<file path="src/rtl/tile_load_pkg.sv">
// Shared types and constants for the tile load sequencer.
// The state encodings are fixed 3-bit constants so they stay stable for
// anything that decodes the state value directly.
package tile_load_pkg;

    // Address bit that separates kernel words (1) from input words (0).
    localparam int KERNEL_SEL_BIT = 15;

    localparam logic [2:0] ST_IDLE         = 3'd0;
    localparam logic [2:0] ST_LOAD_KERNEL  = 3'd1;
    localparam logic [2:0] ST_LOAD_INPUT   = 3'd2;
    localparam logic [2:0] ST_LOAD_OVERLAP = 3'd3;
    localparam logic [2:0] ST_COMPUTE      = 3'd4;
    localparam logic [2:0] ST_DONE         = 3'd5;

    typedef enum logic [2:0] {
        TL_IDLE         = ST_IDLE,
        TL_LOAD_KERNEL  = ST_LOAD_KERNEL,
        TL_LOAD_INPUT   = ST_LOAD_INPUT,
        TL_LOAD_OVERLAP = ST_LOAD_OVERLAP,
        TL_COMPUTE      = ST_COMPUTE,
        TL_DONE         = ST_DONE
    } tl_state_t;

    // Largest of three phase lengths; sizes the shared word counter.
    function automatic int max3(input int a, input int b, input int c);
        int m;
        m = (a > b) ? a : b;
        return (m > c) ? m : c;
    endfunction

endpackage

</file>
<file path="src/rtl/tile_load_sequencer_tl_word_counter.sv">
// Per-phase word counter. Counts accepted words and flags the word that
// completes the phase, so the phase ends on terminal count and the counter
// restarts from zero for the next phase without ever wrapping.
module tl_word_counter #(
    parameter int CNT_W = 8
) (
    input  logic             clk,
    input  logic             rst_n,
    input  logic             clear,
    input  logic             inc,
    input  logic [CNT_W-1:0] phase_len,
    output logic             terminal
);

    logic [CNT_W-1:0] count_reg;

    // The word being accepted now is the last one of the phase.
    assign terminal = inc && ((count_reg + CNT_W'(1)) == phase_len);

    // Count accepted words; restart on an explicit clear or at phase end.
    always_ff @(posedge clk or negedge rst_n) begin
        if (!rst_n) begin
            count_reg <= '0;
        end else if (clear || terminal) begin
            count_reg <= '0;
        end else if (inc) begin
            count_reg <= count_reg + CNT_W'(1);
        end
    end

endmodule

</file>
<file path="src/rtl/tile_load_sequencer.sv">
// Loads one convolution layer into on-chip memories: kernel once, then per
// tile the input words and the overlap-cache words, handing each loaded tile
// to the controller and waiting for its done pulse before the next tile.
module tile_load_sequencer
    import tile_load_pkg::*;
#(
    parameter int IO_DATA_WIDTH = 16,
    parameter int KERNEL_WORDS  = 512,
    parameter int INPUT_WORDS   = 16384,
    parameter int OVERLAP_WORDS = 256,
    parameter int NB_TILES      = 4
) (
    input  logic                     clk,
    input  logic                     arst_n_in,
    input  logic                     start,
    input  logic [IO_DATA_WIDTH-1:0] a_input,
    input  logic                     a_valid,
    output logic                     a_ready,
    input  logic [IO_DATA_WIDTH-1:0] b_input,
    input  logic                     b_valid,
    output logic                     b_ready,
    input  logic                     fsm_done,
    output logic [IO_DATA_WIDTH-1:0] wr_addr,
    output logic [IO_DATA_WIDTH-1:0] wr_data,
    output logic                     int_mem_we,
    output logic                     overlap_cache_we,
    output logic                     data_ready,
    output logic [((NB_TILES > 1) ? $clog2(NB_TILES) : 1)-1:0] tile_idx,
    output logic                     layer_done,
    output logic                     load_error
);

    localparam int TILE_W = (NB_TILES > 1) ? $clog2(NB_TILES) : 1;
    localparam int CNT_W  = $clog2(max3(KERNEL_WORDS, INPUT_WORDS, OVERLAP_WORDS) + 1);

    tl_state_t            state_reg, state_next;
    logic [TILE_W-1:0]    tile_reg, tile_next;
    logic [IO_DATA_WIDTH-1:0] wr_addr_reg, wr_data_reg;
    logic                 int_we_reg, ov_we_reg, load_error_reg;

    logic                 ready;
    logic                 accept;
    logic                 start_go;
    logic                 phase_ok;
    logic [CNT_W-1:0]     phase_len;
    logic                 terminal;

    // Ready depends only on the registered state, never on valid.
    assign ready    = (state_reg == TL_LOAD_KERNEL) ||
                      (state_reg == TL_LOAD_INPUT)  ||
                      (state_reg == TL_LOAD_OVERLAP);
    assign accept   = a_valid && b_valid && ready;
    assign start_go = (state_reg == TL_IDLE) && start;

    assign a_ready          = ready;
    assign b_ready          = ready;
    assign wr_addr          = wr_addr_reg;
    assign wr_data          = wr_data_reg;
    assign int_mem_we       = int_we_reg;
    assign overlap_cache_we = ov_we_reg;
    assign data_ready       = (state_reg == TL_COMPUTE);
    assign layer_done       = (state_reg == TL_DONE);
    assign tile_idx         = tile_reg;
    assign load_error       = load_error_reg;

    tl_word_counter #(
        .CNT_W (CNT_W)
    ) u_word_counter (
        .clk       (clk),
        .rst_n     (arst_n_in),
        .clear     (start_go),
        .inc       (accept),
        .phase_len (phase_len),
        .terminal  (terminal)
    );

    // Phase length and bit-15 acceptance rule for the current load phase.
    always_comb begin
        phase_len = '0;
        phase_ok  = 1'b1;
        case (state_reg)
            TL_LOAD_KERNEL: begin
                phase_len = CNT_W'(KERNEL_WORDS);
                phase_ok  = a_input[KERNEL_SEL_BIT];
            end
            TL_LOAD_INPUT: begin
                phase_len = CNT_W'(INPUT_WORDS);
                phase_ok  = !a_input[KERNEL_SEL_BIT];
            end
            TL_LOAD_OVERLAP: begin
                phase_len = CNT_W'(OVERLAP_WORDS);
            end
            default: begin
                phase_len = '0;
                phase_ok  = 1'b1;
            end
        endcase
    end

    // Next state and tile index.
    always_comb begin
        state_next = state_reg;
        tile_next  = tile_reg;
        case (state_reg)
            TL_IDLE: begin
                if (start) begin
                    state_next = TL_LOAD_KERNEL;
                    tile_next  = '0;
                end
            end
            TL_LOAD_KERNEL: begin
                if (terminal) state_next = TL_LOAD_INPUT;
            end
            TL_LOAD_INPUT: begin
                if (terminal) state_next = (OVERLAP_WORDS == 0) ? TL_COMPUTE : TL_LOAD_OVERLAP;
            end
            TL_LOAD_OVERLAP: begin
                if (terminal) state_next = TL_COMPUTE;
            end
            TL_COMPUTE: begin
                if (fsm_done) begin
                    if (tile_reg == TILE_W'(NB_TILES - 1)) begin
                        state_next = TL_DONE;
                    end else begin
                        tile_next  = tile_reg + TILE_W'(1);
                        state_next = TL_LOAD_INPUT;
                    end
                end
            end
            TL_DONE: begin
                state_next = TL_IDLE;
            end
            default: begin
                state_next = TL_IDLE;
            end
        endcase
    end

    // State, write pipeline and sticky error flag; reset cancels any strobe.
    always_ff @(posedge clk or negedge arst_n_in) begin
        if (!arst_n_in) begin
            state_reg      <= TL_IDLE;
            tile_reg       <= '0;
            wr_addr_reg    <= '0;
            wr_data_reg    <= '0;
            int_we_reg     <= 1'b0;
            ov_we_reg      <= 1'b0;
            load_error_reg <= 1'b0;
        end else begin
            state_reg  <= state_next;
            tile_reg   <= tile_next;
            int_we_reg <= accept && phase_ok && (state_reg != TL_LOAD_OVERLAP);
            ov_we_reg  <= accept && (state_reg == TL_LOAD_OVERLAP);
            if (accept) begin
                wr_addr_reg <= a_input;
                wr_data_reg <= b_input;
            end
            if (start_go) begin
                load_error_reg <= 1'b0;
            end else if (accept && !phase_ok) begin
                load_error_reg <= 1'b1;
            end
        end
    end

endmodule

</file>
<file path="config.mk">
export PLATFORM = sky130hd
export DESIGN_NAME = tile_load_sequencer
export DESIGN_NICKNAME = d
export VERILOG_FILES = /design/src/rtl/tile_load_pkg.sv /design/src/rtl/tile_load_sequencer_tl_word_counter.sv /design/src/rtl/tile_load_sequencer.sv
export SDC_FILE = /design/constraint.sdc
export NUM_CORES = 1
export LEC_CHECK = 0
export CORE_MARGIN = 2
export CORE_UTILIZATION = 42
export DETAILED_ROUTE_END_ITERATION = 12
export GPL_ROUTABILITY_DRIVEN = 0
export HOLD_SLACK_MARGIN = 0.05
export PLACE_DENSITY = 0.83
export SKIP_LAST_GASP = 1
export SLEW_MARGIN = 20
export SYNTH_ARGS = -nofsm -noshare
export SYNTH_HDL_FRONTEND = slang
export SYNTH_HIERARCHICAL = 1
export SYNTH_SLANG_ARGS = --single-unit
</file>
<file path="constraint.sdc">
create_clock -name clk -period 3.7 [get_ports clk]
set_input_delay 0.925 -clock clk [delete_from_list [all_inputs] [get_ports clk]]
set_output_delay 0.925 -clock clk [all_outputs]
set_load 0.02 [all_outputs]
</file>
==> impl_metrics.tcl, run 1 <==
set metrics [dict create \
    p_per_area_nw_per_um2 399 \
    synth_seq_cells 55 \
    htreeDepth 2 \
    synth_top_area_cell "dfrtp_1" \
    overflow 0 \
    hp-class "reg2reg" \
    grt_pass1_wl_um 10600 \
    peakVddDrop_mv 0.282 \
    slowest_delay_ns 0.49 \
    crit_path_end_kind "register" \
    fp.dieW_um 88.2 \
    crit_buf_inv 0 \
    yosysUniqueCellTypes 50 \
    antenna_left 0 \
    clock_latency_ns 0.31 \
    cp.required_ns 3.90 \
    firstDrtPassIters 4 \
    grt_max_degree 46 \
    netlist_area_um2 2980 \
    cp-start-kind "register" \
    area_delta_synth_final_pct 32.2 \
    drt-vias-per-instance 5.04 \
    rsz0062_at_grt "false" \
    core_area_um2 6830 \
    ctsResizeCount 0 \
    status "finished, final reports clean" \
    fin_crit_ns 3.18 \
    synthesis.instances 267 \
    grt_use_total_pct 17.1 \
    synth_seq_area_share_pct 46.2 \
    cts_buffers 5 \
    postCtsSetupRepairBufs 0 \
    cp_common_cell "nor2_1" \
    synthTopCellsByCount "55 x dfrtp_1, 35 x mux2_2, 26 x nor2_1" \
    critical_path_class "reg2reg" \
    cp_max_fo 11 \
    antenna_cells 0 \
    cts_root_buf "clkbuf_8" \
    async_flop_share_pct 100 \
    ioPinCount 79 \
    synth-edff-count 0 \
    hold_ws_ns 0.513 \
    setup-violations-final 0 \
    setup-tns-final_ns 0 \
    numPortBuffers 78 \
    wirelength_um 6350 \
    drtIter0Drc 140 \
    antenna_found_initial 0 \
    yosysMostFrequentCell "dfrtp_1" \
    grt_pass1_vias 2288 \
    synth-main-ff-cell "dfrtp_1" \
    hold_buffers 0 \
    seqCellArea_um2 1380 \
    skew_ns 0.00426 \
    clk_pin_slew_worst_paths_ns 0.10 \
    hold_viol_final 0 \
    syn_avg_cell_area_um2 11.1 \
    clkSinkCount 55 \
    period_share_pct 86.0 \
    slew_headroom_pct 45.6 \
    initial_utilization_pct 43.6 \
    max_cap_viol_count 0 \
    multi_input_area_um2 1540 \
    cts_tree "built" \
    final_max_slew_viol_count 0 \
    crit_arrival_ns 3.38 \
    ys_top_cells_by_area "dfrtp_1 46%, mux2_2 13%, xnor2_1 4.7%" \
    vias 2287 \
    cp_top_family "simple AND/OR/NAND/NOR gates" \
    nNetsFinal 398 \
    dpl.hpwl_um 4580 \
    fmaxAchievable_mhz 314 \
    yosys.area.top_type_share_pct 46.2 \
    dieHeight_um 88.2 \
    crit_slowest_cell "or4_1" \
    fill_cells 583 \
    drive_gt1_share_pct 15.1 \
    routedWlPerCell_um 14.0 \
    row_count 30 \
    synth_warnings 6 \
    drc 0 \
    die_area_um2 7780 \
    clockBufferDepth 2 \
    worstMarginPinSlew_ns 0.816 \
    path_cells "ha_1 -> nand4_2 -> nor2_1 -> and4_1 -> o21ai_0 -> or4_1 -> nor2_1 -> o31a_1 -> mux2_2" \
    p_leak_nw 1.62 \
]
[kinds of logic after synthesis]
| family | count (synthesis) | share of synthesized area [%] |
|---|---|---|
| adders and majority gates | 2 | 0.841 |
| DFF | 55 | 46.2 |
| buffers and inverters | 20 | 4.41 |
| AOI/OAI and AO/OA | 29 | 7.31 |
| xor gates and xnor gates | 31 | 9.12 |
| muxes | 39 | 14.8 |
| and+or+nand+nor | 90 | 17.2 |
| other | 1 | 0.126 |
[path summary, 6_finish.rpt]
check | start | end | slack, ns | cells after the start
max in group asynchronous | arst_n_in | u_word_counter/count_reg[11] | 2.21 | 2
setup / recovery | u_word_counter/count_reg[0] | state_reg[0] | 0.52 | 9
setup reg to reg | u_word_counter/count_reg[0] | state_reg[0] | 0.52 | 9
hold reg to reg | wr_addr[12] | wr_addr[12] | 0.51 | 1
hold / removal | wr_addr[12] | wr_addr[12] | 0.51 | 1
min in group asynchronous | arst_n_in | wr_data[15] | 0.69 | 1
[per-stage QoR]
step	power, W	setup WS, ns	cell area, µm²	cells	util, %
6_report	0.00157	0.518	3940	454	57.6
5_1_grt	0.00167	0.256	3940	454	57.6
4_1_cts	0.00159	0.532	3940	454	57.6
3_5_place_dp	0.00125	0.243	3850	447	56.4
3_3_place_gp	0.00124	0.341	3850	447	56.4
2_1_floorplan	0.00106	0.613	3050	286	-
[cells in the final DEF, fill, tap and decap left out, types with 2 or more instances in the layout]
master           count
xnor2_1             16
clkdlybuf4s50_1     77
mux2i_1              3
xor2_1              15
dfrtp_1             55
nand3_2              2
a21oi_1              5
conb_1              20
clkbuf_8             5
nor2_1              26
and3_1               3
buf_4                3
and4_1               2
nor3b_1              3
o31a_1               2
and2_1               3
nand2b_1             4
a22o_1               4
nor2b_1              6
ha_1                 2
nor2_4               2
o2111ai_1            2
nor3_1               7
o21ai_0              6
mux2_2              35
nor4_1               2
nand2_1             12
inv_1                4
nand4_1              9
or4_1                2
a31oi_1              2
[layer usage]
metal	part of all wire [%]	track usage (%)
met1	42	21.9
met2	50	28.5
met3	6.7	5.75
met4	1.2	3.58
met5	0	0
[report_power, final]
group	leakage [nW]	switching (W)	total (W)	internal, W
sequential	0.674	0.0000830	0.000765	0.000682
clock	0.0406	0.000203	0.000335	0.000133
combinational	0.908	0.000223	0.000471	0.000248
[final cells by class]
cell class | count | share of cell area [%]
Sequential cell | 55 | 35.0
Inverter | 4 | 0.382
Tap cell | 96 | 3.05
Timing Repair Buffer | 81 | 20.3
Multi-Input combinational cell | 211 | 39.1
Clock inverter | 2 | 0.413
Clock buffer | 5 | 1.75
Power figures use the tool's default switching activity.
==> run 2: changes to the inputs <==
--- a/config.mk
+++ b/config.mk
@@ -8,12 +8,13 @@
 export CORE_MARGIN = 2
 export CORE_UTILIZATION = 42
 export DETAILED_ROUTE_END_ITERATION = 12
-export GPL_ROUTABILITY_DRIVEN = 0
 export HOLD_SLACK_MARGIN = 0.05
 export PLACE_DENSITY = 0.83
+export SETUP_SLACK_MARGIN = 0.1
 export SKIP_LAST_GASP = 1
 export SLEW_MARGIN = 20
 export SYNTH_ARGS = -nofsm -noshare
 export SYNTH_HDL_FRONTEND = slang
 export SYNTH_HIERARCHICAL = 1
 export SYNTH_SLANG_ARGS = --single-unit
+export TNS_END_PERCENT = 30
==> results of run 2 <==
Same layout as run 1: the final DEF is identical, and so are final timing and power.
